[src/rtl/arb_pkg.sv]
// Shared encodings and default widths for the arbiter / burst controller pair.
package arb_pkg;

    localparam int ARB_DATA_W = 8;
    localparam int ARB_LEN_W  = 4;

    typedef enum logic [1:0] {
        ST_IDLE   = 2'd0,
        ST_BURST0 = 2'd1,
        ST_BURST1 = 2'd2,
        ST_GAP    = 2'd3
    } arb_state_e;

endpackage

[src/rtl/arb_beat_cnt.sv]
// Loadable down-counter with zero flag; tracks beats remaining in a burst.
module arb_beat_cnt #(
    parameter int W = 4
) (
    input  logic         i_gclk,
    input  logic         i_grst_n,
    input  logic         i_load,
    input  logic [W-1:0] i_load_val,
    input  logic         i_dec,
    output logic         o_zero
);

    logic [W-1:0] r_cnt;

    always_ff @(posedge i_gclk or negedge i_grst_n) begin
        if (!i_grst_n)   r_cnt <= '0;
        else if (i_load) r_cnt <= i_load_val;
        else if (i_dec)  r_cnt <= r_cnt - 1'b1;
    end

    assign o_zero = (r_cnt == '0);

endmodule

[src/rtl/arb_burst_ctrl.sv]
// Two-port fixed-length burst controller fed by the arbiter grants.
// Optional stall abort: define ARB_BURST_TIMEOUT_EN.
module arb_burst_ctrl
    import arb_pkg::*;
#(
    parameter int DATA_W  = ARB_DATA_W,
    parameter int LEN_W   = ARB_LEN_W,
    parameter int TIMEOUT = 15
) (
    input  logic              i_gclk,
    input  logic              i_grst_n,
    input  logic              i_gnt0,
    input  logic              i_gnt1,
    input  logic [LEN_W-1:0]  i_len0,
    input  logic [LEN_W-1:0]  i_len1,
    input  logic [DATA_W-1:0] i_d0,
    input  logic [DATA_W-1:0] i_d1,
    input  logic              i_v0,
    input  logic              i_v1,
    output logic              o_rdy0,
    output logic              o_rdy1,
    output logic [DATA_W-1:0] o_out_data,
    output logic              o_out_valid,
    input  logic              i_out_rdy,
    output logic              o_done0,
    output logic              o_done1,
    output logic              o_busy,
    output logic              o_err
);

    arb_state_e       r_state, w_next;
    logic             w_load, w_dec, w_beat, w_zero, w_tmo;
    logic [LEN_W-1:0] w_load_val;
    logic             r_done0, r_done1;

    arb_beat_cnt #(.W(LEN_W)) u_cnt (
        .i_gclk     (i_gclk),
        .i_grst_n   (i_grst_n),
        .i_load     (w_load),
        .i_load_val (w_load_val),
        .i_dec      (w_dec),
        .o_zero     (w_zero)
    );

`ifdef ARB_BURST_TIMEOUT_EN
    localparam int SW = $clog2(TIMEOUT + 1);
    localparam logic [SW-1:0] STALL_LAST = SW'(TIMEOUT - 1);
    logic [SW-1:0] r_stall;
    logic          r_err;
    wire           w_in_burst = (r_state == ST_BURST0) || (r_state == ST_BURST1);

    always_ff @(posedge i_gclk or negedge i_grst_n) begin
        if (!i_grst_n)                 r_stall <= '0;
        else if (!w_in_burst || w_beat) r_stall <= '0;
        else                           r_stall <= r_stall + 1'b1;
    end

    // Abort on the TIMEOUT-th consecutive stall cycle
    assign w_tmo = w_in_burst && !w_beat && (r_stall == STALL_LAST);

    always_ff @(posedge i_gclk or negedge i_grst_n) begin
        if (!i_grst_n) r_err <= 1'b0;
        else           r_err <= w_tmo;
    end
    assign o_err = r_err;
`else
    assign w_tmo = 1'b0;
    assign o_err = 1'b0;
`endif

    always_ff @(posedge i_gclk or negedge i_grst_n) begin
        if (!i_grst_n) r_state <= ST_IDLE;
        else           r_state <= w_next;
    end

    always_comb begin
        w_next      = r_state;
        w_load      = 1'b0;
        w_load_val  = '0;
        w_dec       = 1'b0;
        w_beat      = 1'b0;
        o_out_data  = '0;
        o_out_valid = 1'b0;
        o_rdy0      = 1'b0;
        o_rdy1      = 1'b0;
        case (r_state)
            ST_IDLE: begin
                // Port 0 wins if the arbiter ever asserts both grants
                if (i_gnt0) begin
                    w_load = 1'b1; w_load_val = i_len0; w_next = ST_BURST0;
                end else if (i_gnt1) begin
                    w_load = 1'b1; w_load_val = i_len1; w_next = ST_BURST1;
                end
            end
            ST_BURST0: begin
                o_out_data  = i_d0;
                o_out_valid = i_v0;
                o_rdy0      = i_out_rdy;
                w_beat      = i_v0 && i_out_rdy;
            end
            ST_BURST1: begin
                o_out_data  = i_d1;
                o_out_valid = i_v1;
                o_rdy1      = i_out_rdy;
                w_beat      = i_v1 && i_out_rdy;
            end
            default: w_next = ST_IDLE;
        endcase
        if (w_beat) begin
            if (w_zero) w_next = ST_GAP;
            else        w_dec  = 1'b1;
        end else if (w_tmo) begin
            w_next = ST_GAP;
        end
    end

    always_ff @(posedge i_gclk or negedge i_grst_n) begin
        if (!i_grst_n) begin
            r_done0 <= 1'b0;
            r_done1 <= 1'b0;
        end else begin
            r_done0 <= (r_state == ST_BURST0) && w_beat && w_zero;
            r_done1 <= (r_state == ST_BURST1) && w_beat && w_zero;
        end
    end

    assign o_done0 = r_done0;
    assign o_done1 = r_done1;
    assign o_busy  = (r_state != ST_IDLE);

endmodule

[config.mk]
export PLATFORM = sky130hd
export DESIGN_NAME = arb_burst_ctrl
export DESIGN_NICKNAME = d
export VERILOG_FILES = /design/src/rtl/arb_pkg.sv /design/src/rtl/arb_beat_cnt.sv /design/src/rtl/arb_burst_ctrl.sv
export SDC_FILE = /design/constraint.sdc
export NUM_CORES = 1
export LEC_CHECK = 0
export ABC_AREA = 1
export CAP_MARGIN = 10
export CORE_ASPECT_RATIO = 0.9
export CORE_UTILIZATION = 36
export CTS_BUF_LIST = sky130_fd_sc_hd__clkbuf_16
export DETAILED_ROUTE_END_ITERATION = 10
export PLACE_DENSITY = 0.78
export SYNTH_ARGS = -nofsm -noshare
export SYNTH_HDL_FRONTEND = slang
export SYNTH_SLANG_ARGS = --single-unit
[constraint.sdc]
create_clock -name i_gclk -period 1.5 [get_ports i_gclk]
set_input_delay 0.3 -clock i_gclk [delete_from_list [all_inputs] [get_ports i_gclk]]
set_output_delay 0.3 -clock i_gclk [all_outputs]
set_load 0.02 [all_outputs]
# --- Word-level counts from Yosys, hierarchy flattened ---
# Cells that the tools add are included.
# Widths: inputs -> output; s select.
totals:
  n_memories: 0
  ramBits: 0
  latch_bits: 0
  in_bits: 31
  regBits: 8
  output_inout_bits: 15
  rom_bits: 0
  word_cells: 38
classes:
  mul: 0
  n_mux: 20
  n_bitwise: 0
  magnitude_cmp: 0
  n_addsub: 1
  div_mod_pow: 0
  n_shift: 0
  n_eq_ne: 2
  reduce_logical: 11
ops:
  columns: ["operator", "n"]
  rows:
  - ["$mux 4", 5]
  - ["$pmux 8 s2", 1]
  - ["$mux 2", 4]
  - ["$mux 1", 7]
  - ["$logic_and 1x1->1", 6]
  - ["$logic_not 4->1", 1]
  - ["$pmux 1 s2", 2]
  - ["$pmux 2 s2", 1]
  - ["$reduce_bool 2->1", 2]
  - ["$sub 4x1->4 const B", 1]
  - ["$eq 2x1->1 const B", 1]
  - ["$eq 2x2->1 const B", 1]
  - ["$logic_not 2->1", 1]
  - ["$reduce_or 2->1", 1]

# --- Depth between registers and ports, before layout ---
logic_depth:
  ltp_word: 5
  depth_mapped: 10
  depth_no_buf: 9

# --- By module ---
# From an unflattened synthesis, not the netlist that was laid out.
unflattened:
  hier_cells: 116
  area_unflattened_um2: 719.4
modules_own_cells:
  columns: ["mod", "area_each_um2", "cells_each", "seq_area_each_um2", "n_inst"]
  rows:
  - ["arb_burst_ctrl", 483.0, 83, 100.1, 1]
  - ["arb_beat_cnt", 236.5, 33, 100.1, 1]

# --- Least setup slack after synthesis ---
# OpenSTA, ideal clock, no wires.
synth_path:
  kind: "reg2out"
  startpoint: "reg r_state[0]"
  endpoint: "out o_out_data[0]"
  t_required_ns: 1.200
  path_buffers: 0
  path_slack_ns: -0.066
  path_stages_with_launch: 5
  arrival_time_ns: 1.266
  cell_sequence: "dfrtp_1 > inv_1 > ha_1 > clkinv_1 > a21oi_1"
synth_between:
  elab_chain_cells: 2
  word_cells_on_any_way: 3
  classes_between: "eq/ne: 2; mux: 1"
synth_lines:
  columns: ["element", "line", "source"]
  rows:
  - ["start: declaration", "arb_burst_ctrl.sv:31", "arb_state_e r_state, w_next;"]
  - ["start signal: assignment", "arb_burst_ctrl.sv:73", "else r_state <= w_next;"]
  - ["$eq 2x2->1 / $eq 2x1->1 (equally long branches)", "arb_burst_ctrl.sv:86", "case (r_state)"]
  - ["$pmux 8 s2 *", "arb_burst_ctrl.sv:86", null]
  - ["end: declaration", "arb_burst_ctrl.sv:22", "output logic [DATA_W-1:0] o_out_data,"]
# Every way passes the cells marked *; elsewhere a longest branch is shown, timed or not.

# --- Worst setup path in the final report ---
layout_path:
  startpoint: "reg r_state[1]"
  endpoint: "out o_out_data[6]"
# Same word-level chain as after synthesis.

==> summary.txt <==
Run status
  • Violations in the final reports: setup timing
  • Result of the run: complete, but fails checks

CTS
  • Clock slew at the register clock pins of the worst setup and hold paths: 40 ps
  • Bufs on Longest Clock Path: 2
  • Sinks on the clock net: 8
  • Hold buffer count at cts: 0
  • Number of clock buffers inserted by TritonCTS: 3
  • Clock latency at the later pin of the worst-skew pair: 240 ps
  • CTS H-tree depth: 1
  • Clock tree root buffer cell: sky130_fd_sc_hd__clkbuf_16
  • Clock tree from TritonCTS: yes

Critical path
  • Data required, critical path: 1200 ps
  • Classification of the worst setup path: reg -> out
  • CP Data Arrival Time: 1500 ps
  • Maximum fanout along the worst path: 6
  • Type of element launching the critical path: register
  • Worst Setup End Kind: primary output

Power and ir drop
  • Combinational power share: 73.0%
  • Power density relative to cell area: 1990 nW/um^2
  • Net switching power: 1450 uW
  • Leakage Power: 0.000751 uW
  • Internal power component: 1670 uW
  • Portion of total power attributed to the clock network: 15.1%
  • Sw Share: 46.4%
  • Peak supply drop: 1.21 mV
  • Sequential share of power: 11.9%

Detailed routing
  • Drt first pass iters: 4
  • Routed length per instance: 14.6 um
  • Detailed Route WL: 3030 um
  • DR vias/cell: 4.92
  • Antenna viol nets, final: 0
  • Via total after detailed routing: 1018
  • Initial detailed-routing violation count: 19
  • DRC errors left: 0

Logic synthesis
  • Share of async-settable or async-resettable flops after synthesis: 100%
  • Sequential fraction of the synthesis area: 26.8%
  • Synthesized area divided by synthesized cell count: 6.24 um^2
  • Count of unique library cells instantiated by Yosys: 21
  • Number of enable-type register cells in the synthesized netlist: 0
  • Number of nets in the synthesized netlist: 156
  • Synthesis-stage register bit count: 8
  • Gate count of the mapped netlist: 120
  • Cell area after technology mapping: 748 um^2
  • Dominant register cell in the synthesized netlist: sky130_fd_sc_hd__dfrtp_1
  • Yosys warning count: 0

Timing
  • Post-route worst setup slack: -304 ps
  • Worst hold margin: 363 ps
  • Tcrit/Tclk final: 120%
  • Skew final: 8.53 ps
  • Min cycle time layout: 1800 ps
  • Number of slew-limit violations in the final report: 0
  • Number of setup violations in the final report: 13
  • Setup repair after global routing missed its margin: true
  • Highest achievable clock rate: 554 MHz
  • Hold violation count in the final report: 0

Cells and area
  • Post-route non-filler standard cell count: 207
  • Number of nets at the end of the flow: 220
  • Syn-to-layout area delta: 109%
  • Inserted Diodes: 0
  • Post-Route Utilization: 80.9%
  • Fraction of final layout cells sized beyond drive strength 1: 37.9%
  • Most frequent cells in the layout: 43 x sky130_fd_sc_hd__nand2_1, 32 x sky130_fd_sc_hd__clkdlybuf4s50_1, 19 x sky130_fd_sc_hd__buf_4
  • Most frequent standard cell in the layout excluding fill and tap cells: sky130_fd_sc_hd__nand2_1

Place
  • Worst slack, placed: -544 ps
  • Global placement routability congestion: 0.843
  • Number of input and output port buffers inserted: 44
  • Number of placed instances with taps included: 198
  • Half-perimeter wire length of the detailed placement result: 1710 um

Global route
  • Largest net degree at the start of global routing: 11
  • Number of global-route vias before repair: 880
  • Wire length of the first global-routing pass: 3750 um
  • Number of antenna violations at the first check in global routing: 0
  • Total track usage: 23.3%
  • Global route overflow: 0

Floorplan
  • I/O pins: 46
  • Initial standard-cell utilization of the core: 38.7%
  • Die Width: 50.1 um
  • Vertical extent of the die: 45.3 um
  • Row count: 15
  • Std-Cell Core Area: 1930 um^2
  • Die Outline Area: 2260 um^2

Flow run
  • Max-cap violations: 0

Hold path
  • Class of the most critical hold timing path: in -> async
-- stage by stage --
step                setup TNS, ps  cell area [um^2]  power, uW
finish                      -3010              1560       3120
global route                -3970              1560       3280
floorplan                    -594               748       1320
CTS                         -1800              1450       2720
global placement            -5220              1290       1970
detailed placement          -6110              1290       2030
-- kinds of logic (layout without fill, tap and decap cells) --
logic type               count (synthesis)  in the layout  synth area share, %
buffers and inverters                   20             82                 12.2
AND/OR/NAND/NOR                         71             71                 39.8
AO/OA/AOI/OAI                           14             14                 11.2
other                                    1              1                0.501
flip-flops                               8              8                 26.8
XOR/XNOR                                 1              1                 1.17
adder cells (fa/ha/maj)                  5              5                 8.36
-- worst max-delay path: stages (launching register included) --
cell	delay [ps]
sky130_fd_sc_hd__dfrtp_1	410
sky130_fd_sc_hd__inv_2	120
sky130_fd_sc_hd__buf_6	120
sky130_fd_sc_hd__ha_4	140
sky130_fd_sc_hd__buf_6	130
sky130_fd_sc_hd__nand2_4	60
sky130_fd_sc_hd__a21oi_4	150
sky130_fd_sc_hd__buf_6	130
-- worst paths after layout --
path	depth (start not counted)	endpoint	start	slack [ps]
min in group i_gclk	2	u_cnt.r_cnt[0]$_DFFE_PN0P_	u_cnt.r_cnt[0]$_DFFE_PN0P_	520
max in group asynchronous	1	u_cnt.r_cnt[2]$_DFFE_PN0P_	i_grst_n	830
worst min register to register	2	u_cnt.r_cnt[0]$_DFFE_PN0P_	u_cnt.r_cnt[0]$_DFFE_PN0P_	520
worst max register to register	8	r_state[1]$_DFF_PN0_	r_state[1]$_DFF_PN0_	-50
worst min-delay path	1	o_done1$_DFF_PN0_	i_grst_n	360
worst max-delay path	7	o_out_data[6]	r_state[1]$_DFF_PN0_	-300
-- registers in the layout (all words and copies together) (netlist names) --
signal       flops
o_done0          1
o_done1          1
r_state          2
u_cnt.r_cnt      4
-- synth_stat cells, types with 2 or more instances --
cell type | number | area share (%)
sky130_fd_sc_hd__nand2_1 | 53 | 27
sky130_fd_sc_hd__inv_1 | 13 | 6.5
sky130_fd_sc_hd__a21oi_1 | 10 | 6.7
sky130_fd_sc_hd__dfrtp_1 | 8 | 27
sky130_fd_sc_hd__nand3_1 | 6 | 4.0
sky130_fd_sc_hd__nor2_1 | 6 | 3.0
sky130_fd_sc_hd__ha_1 | 5 | 8.4
sky130_fd_sc_hd__buf_4 | 2 | 2.0
sky130_fd_sc_hd__inv_2 | 2 | 1.0
sky130_fd_sc_hd__nand2_2 | 2 | 1.7
sky130_fd_sc_hd__nand4_1 | 2 | 1.7
sky130_fd_sc_hd__o21ai_0 | 2 | 1.3
-- area by class of cell --
cell class | count | area [um^2]
Fill cell | 123 | 369
Sequential cell | 8 | 200
Multi-Input combinational cell | 92 | 601
Inverter | 16 | 65.1
Clock buffer | 3 | 75.1
Timing Repair Buffer | 63 | 592
Tap cell | 25 | 31.3
-- power groups by stage --
stage,combinational (uW),sequential [uW],clock [uW]
final,2280,370,471
after global routing,2410,379,486
after CTS,1900,362,458
after detailed placement,1670,358,0
after global placement,1620,353,0
after floorplan,967,353,0
-- what timing repair did --
item | CTS | global route
resized for setup | 82 | 26
pin swaps | 5 | 9
setup buffers | 3 | 3
setup endpoints to repair | 20 | 19
gates cloned | 0 | 0
-- layer usage --
metal,up-vias,track usage [%],wire length [um]
li1,495,-,-
met1,458,22.9,1100
met2,52,45.3,1560
met3,13,7.74,254
met4,0,9.14,109
met5,-,0,0
Power figures use the tool's default switching activity.
==> patch 1: new RTL, config.mk and constraints unchanged <==
Build with the macro `ARB_BURST_TIMEOUT_EN` defined.
--- a/src/rtl/arb_burst_ctrl.sv
+++ b/src/rtl/arb_burst_ctrl.sv
@@ -2,2 +2,4 @@
 // Optional stall abort: define ARB_BURST_TIMEOUT_EN.
+`define ARB_BURST_TIMEOUT_EN
+
 module arb_burst_ctrl
Check against the original RTL: same outputs for any inputs over 10 cycles, from zero or initial values and one cycle with i_grst_n low; that may be too few to reach the edited logic, so the function may still have changed.
==> patch 1 against the unedited design <==
  * The run still ends with negative setup slack left
  * Sequential cell count increased by 5
  * Power increased by 17%
  * Synthesized area increased by 39%
  * Via count increased by 11%
  * Worst setup slack improved by 0.10 ns
  * Final cell count increased by 18%
  * Wire length increased by 3.3%
  * Design area increased by 19%
  * Sequential share of layout area increased by 4.7 points
  * Critical path type unchanged
==> patch 1: results (changes against the unedited design) <==
<table>
<tr><th>Metric</th><th>Value</th></tr>
<tr><th colspan="2">Status</th></tr>
<tr><td>Run status</td><td>finished with violations (unchanged)</td></tr>
<tr><td>Violated checks</td><td>negative setup slack (unchanged)</td></tr>
<tr><th colspan="2">Synthesis</th></tr>
<tr><td>Synthesized area per cell</td><td>7.26 um^2 (was 6.24 um^2)</td></tr>
<tr><td>Synthesized cell area</td><td>1040 um^2 (was 748 um^2)</td></tr>
<tr><td>Synth cell types</td><td>22 (was 21)</td></tr>
<tr><td>Sequential share of the synthesized area</td><td>0.313 (was 0.268)</td></tr>
<tr><td>Post-synthesis net count</td><td>181 (was 156)</td></tr>
<tr><th colspan="2">Placement</th></tr>
<tr><td>Routability Congestion</td><td>0.736 (was 0.843)</td></tr>
<tr><td>Number of I/O port buffers</td><td>45 (was 44)</td></tr>
<tr><td>Worst slack after detailed placement</td><td>-0.482 ns (was -0.544 ns)</td></tr>
<tr><td>Placed instance count</td><td>236 (was 198)</td></tr>
<tr><td>Post-DP Area</td><td>1600 um^2 (was 1290 um^2)</td></tr>
<tr><th colspan="2">Cells and area</th></tr>
<tr><td>Fillcell total</td><td>216 (was 123)</td></tr>
<tr><td>Net count, final</td><td>243 (was 220)</td></tr>
<tr><td>Largest registers</td><td>r_stall: 4 flops, u_cnt.r_cnt: 4 flops, r_state: 2 flops (was u_cnt.r_cnt: 4 flops, r_state: 2 flops)</td></tr>
<tr><td>Final Instance Count excl. Fillers</td><td>244 (was 207)</td></tr>
<tr><th colspan="2">Setup path</th></tr>
<tr><td>Delay of the slowest critical-path stage</td><td>0.39 ns (was 0.41 ns)</td></tr>
<tr><td>Data arrival time of the critical path</td><td>1.40 ns (was 1.50 ns)</td></tr>
<tr><td>Delay-heaviest family, CP</td><td>flip-flops (was buffers and inverters)</td></tr>
<tr><th colspan="2">Global routing</th></tr>
<tr><td>Pin count of the biggest net entering global routing</td><td>14 (was 11)</td></tr>
<tr><td>First-pass GRT wire length</td><td>4.98 mm (was 3.75 mm)</td></tr>
<tr><td>Global router's overall resource usage</td><td>0.215 (was 0.233)</td></tr>
<tr><th colspan="2">Route</th></tr>
<tr><td>Routed wirelength normalized by instance count</td><td>12.8 um (was 14.6 um)</td></tr>
<tr><th colspan="2">Timing</th></tr>
<tr><td>Worst path setup slack after routing</td><td>-0.199 ns (was -0.304 ns)</td></tr>
<tr><td>Total setup violations reported at the end of the flow</td><td>11 (was 13)</td></tr>
</table>
## patch 1: cell types whose count changed after synthesis, moves of 2 or more
| cell | unedited run | this run |
|---|---|---|
| sky130_fd_sc_hd__nand3_1 | 6 | 10 |
| sky130_fd_sc_hd__nor2_4 | 1 | 3 |
| sky130_fd_sc_hd__nand2_4 | 0 | 2 |
| sky130_fd_sc_hd__nand4_1 | 2 | 0 |
| sky130_fd_sc_hd__nand2_1 | 53 | 57 |
| sky130_fd_sc_hd__ha_1 | 5 | 7 |
| sky130_fd_sc_hd__dfrtp_1 | 8 | 13 |
| sky130_fd_sc_hd__buf_4 | 2 | 0 |
## patch 1: kinds of logic after synthesis
logic type,after synthesis,share of synthesized area
and+or+nand+nor,87,0.414
buffers and inverters,20,0.0892
AOI/OAI and AO/OA,13,0.0735
DFF,13,0.313
adders and majority gates,7,0.0843
xor gates and xnor gates,3,0.0253
## patch 1: repair_timing
item                       in CTS  in global routing
pin swaps                      14                  8
setup buffers                   3                  0
setup endpoints to repair      23                 20
gates cloned                    1                  0
resized for setup              88                 20
## patch 1: worst paths after layout
| kind | endpoint | from | slack (ns) |
|---|---|---|---|
| min reg2reg | r_stall[0] | r_stall[0] | 0.49 |
| max reg2reg | r_state[0] | r_state[1] | 0.01 |
| min | u_cnt.r_cnt[3] | i_grst_n | 0.36 |
| max | o_out_data[7] | r_state[1] | -0.20 |
| max in group asynchronous | r_stall[1] | i_grst_n | 0.97 |
| min in group i_gclk | r_stall[0] | r_stall[0] | 0.49 |
## patch 1: worst reg2reg max path: cells and delay by family, from the launching register on
kind / cells / cell delay (ns)
fa+ha+maj: 1 / 0.19
buf+inv: 2 / 0.29
flops: 1 / 0.39
simple gates: 5 / 0.55
## patch 1: layout make-up
cell class                 count  area [um^2]  area share
clock buffer                   3         75.1      0.0404
clock inverter                 1         3.75     0.00202
inverter                      16         67.6      0.0363
multi-input combinational    110          764       0.411
sequential                    13          325       0.175
tap                           40         50.0      0.0269
timing repair buffer          61          573       0.308
## patch 1: power by group through the flow
stage                     logic, mW  registers [mW]  clock network (mW)
final                          2.59           0.561               0.490
after global routing           2.81           0.574               0.522
after CTS                      2.33           0.558               0.503
after detailed placement       2.00           0.549                   0
after global placement         1.93           0.541                   0
after floorplan                1.24           0.538                   0
## patch 1: metal layers
| metal | up-vias | track usage | part of all wire |
|---|---|---|---|
| li1 | 568 | - | - |
| met1 | 529 | 0.245 | 0.40 |
| met2 | 25 | 0.418 | 0.55 |
| met3 | 4 | 0.0416 | 0.030 |
| met4 | 0 | 0.0357 | 0.015 |
| met5 | - | 0 | 0 |
==> patch 2: new RTL, config.mk and constraints unchanged <==
Without the edit above. Encoding of `arb_state_e`: now one-hot (4 bits for 4 states).
--- a/src/rtl/arb_pkg.sv
+++ b/src/rtl/arb_pkg.sv
@@ -6,7 +6,7 @@
 
-    typedef enum logic [1:0] {
-        ST_IDLE   = 2'd0,
-        ST_BURST0 = 2'd1,
-        ST_BURST1 = 2'd2,
-        ST_GAP    = 2'd3
+    typedef enum logic [3:0] {
+        ST_IDLE   = 4'b0001,
+        ST_BURST0 = 4'b0010,
+        ST_BURST1 = 4'b0100,
+        ST_GAP    = 4'b1000
     } arb_state_e;
Function: same outputs for any inputs over 10 cycles, from zero or initial values and one cycle with i_grst_n low; not proved beyond that.
==> patch 2 against the unedited design <==
  * The flow still finishes with violations (negative setup slack)
  * Worst setup slack improved by 0.061 ns
  * Sequential share of layout area rose by 3.0 points
  * Count of clock-buffer cells in the layout did not move
  * Design area rose by 2.0%
  * Sequential cell count rose by 2
  * Hold slack improved by 0.026 ns
  * Clock skew fell by 0.0072 ns
  * Power fell by 15%
  * Final cell count fell by 5.3%
  * Synthesized area fell by 0.84%
  * Wire length fell by 0.69%
==> patch 2: results (changes against the unedited design) <==
<table>
<tr><th>Metric</th><th>Value</th></tr>
<tr><th colspan="2">Status</th></tr>
<tr><td>Run status</td><td>finished with violations (unchanged)</td></tr>
<tr><td>Violated checks</td><td>negative setup slack (unchanged)</td></tr>
<tr><th colspan="2">Setup path</th></tr>
<tr><td>Destination of the worst register-to-register timing path</td><td>o_done0 (was r_state[1])</td></tr>
<tr><td>Data arrival time of the critical path</td><td>1.44 ns (was 1.50 ns)</td></tr>
<tr><td>Worst-path maximum fanout</td><td>5 (was 6)</td></tr>
<tr><td>Critical path destination</td><td>o_out_data[7] (was o_out_data[6])</td></tr>
<tr><td>Setup slack of the most critical reg-to-reg path</td><td>-0.19 ns (was -0.05 ns)</td></tr>
<tr><td>Worst reg2reg path startpoint</td><td>r_state[2] (was r_state[1])</td></tr>
<tr><th colspan="2">Synthesis</th></tr>
<tr><td>Sequential share of the synthesized area</td><td>0.339 (was 0.268)</td></tr>
<tr><th colspan="2">Global routing</th></tr>
<tr><td>Met1 Use GR</td><td>0.251 (was 0.229)</td></tr>
<tr><td>Routing usage on met2</td><td>0.535 (was 0.453)</td></tr>
<tr><td>Vias in the first global route</td><td>977 (was 880)</td></tr>
<tr><td>Global router's overall resource usage</td><td>0.265 (was 0.233)</td></tr>
<tr><th colspan="2">Cells and area</th></tr>
<tr><td>Number of signal-net inverters in the final layout</td><td>12 (was 16)</td></tr>
<tr><td>Count of multi-input gates</td><td>79 (was 92)</td></tr>
<tr><td>Sequential cell area</td><td>253 um^2 (was 200 um^2)</td></tr>
<tr><td>Final core utilization</td><td>0.825 (was 0.809)</td></tr>
<tr><td>Fraction of layout instances using a drive strength above 1</td><td>0.386 (was 0.379)</td></tr>
<tr><th colspan="2">Power and ir drop</th></tr>
<tr><td>Worst voltage drop across the vdd grid</td><td>0.00102 V (was 0.00121 V)</td></tr>
<tr><th colspan="2">CTS</th></tr>
<tr><td>PostCTS Resize Cnt</td><td>85 (was 82)</td></tr>
<tr><th colspan="2">Timing</th></tr>
<tr><td>Worst path setup slack after routing</td><td>-0.242 ns (was -0.304 ns)</td></tr>
<tr><td>Worst hold slack after final layout</td><td>0.390 ns (was 0.363 ns)</td></tr>
<tr><td>Total setup violations reported at the end of the flow</td><td>21 (was 13)</td></tr>
<tr><th colspan="2">Placement</th></tr>
<tr><td>Post-DP Area</td><td>1310 um^2 (was 1290 um^2)</td></tr>
<tr><td>Detailed placement HPWL</td><td>1.78 mm (was 1.71 mm)</td></tr>
</table>
patch 2: cell types whose count changed after synthesis, sizes merged, moves of 2 or more:
cell   change
xnor2      +2
nand2     -23
buf        -3
nand3      +6
ha         -4
nor2       +7
nand4      -2
a21oi      -7
a32o       +8
inv        -4
patch 2: power by group through the flow:
stage / combinational, mW / sequential, mW / clock, mW
global route: 1.81 / 0.486 / 0.503
floorplan: 0.723 / 0.451 / 0
global placement: 1.22 / 0.452 / 0
detailed placement: 1.25 / 0.454 / 0
finish: 1.69 / 0.482 / 0.479
CTS: 1.49 / 0.462 / 0.486
patch 2: worst max-delay path, delay by kind of cell, from the launching register on:
kind                   cells  cell delay [ns]
AO/OA/AOI/OAI              1             0.25
AND/OR/NAND/NOR            1             0.08
flip-flops                 1             0.56
buffers and inverters      3             0.32
patch 2: cell families after synthesis:
kind of cell / synth area share
compound gates: 0.160
xor+xnor: 0.0236
fa+ha+maj: 0.0169
buf+inv: 0.0658
flops: 0.339
other cells: 0.00505
simple gates: 0.390
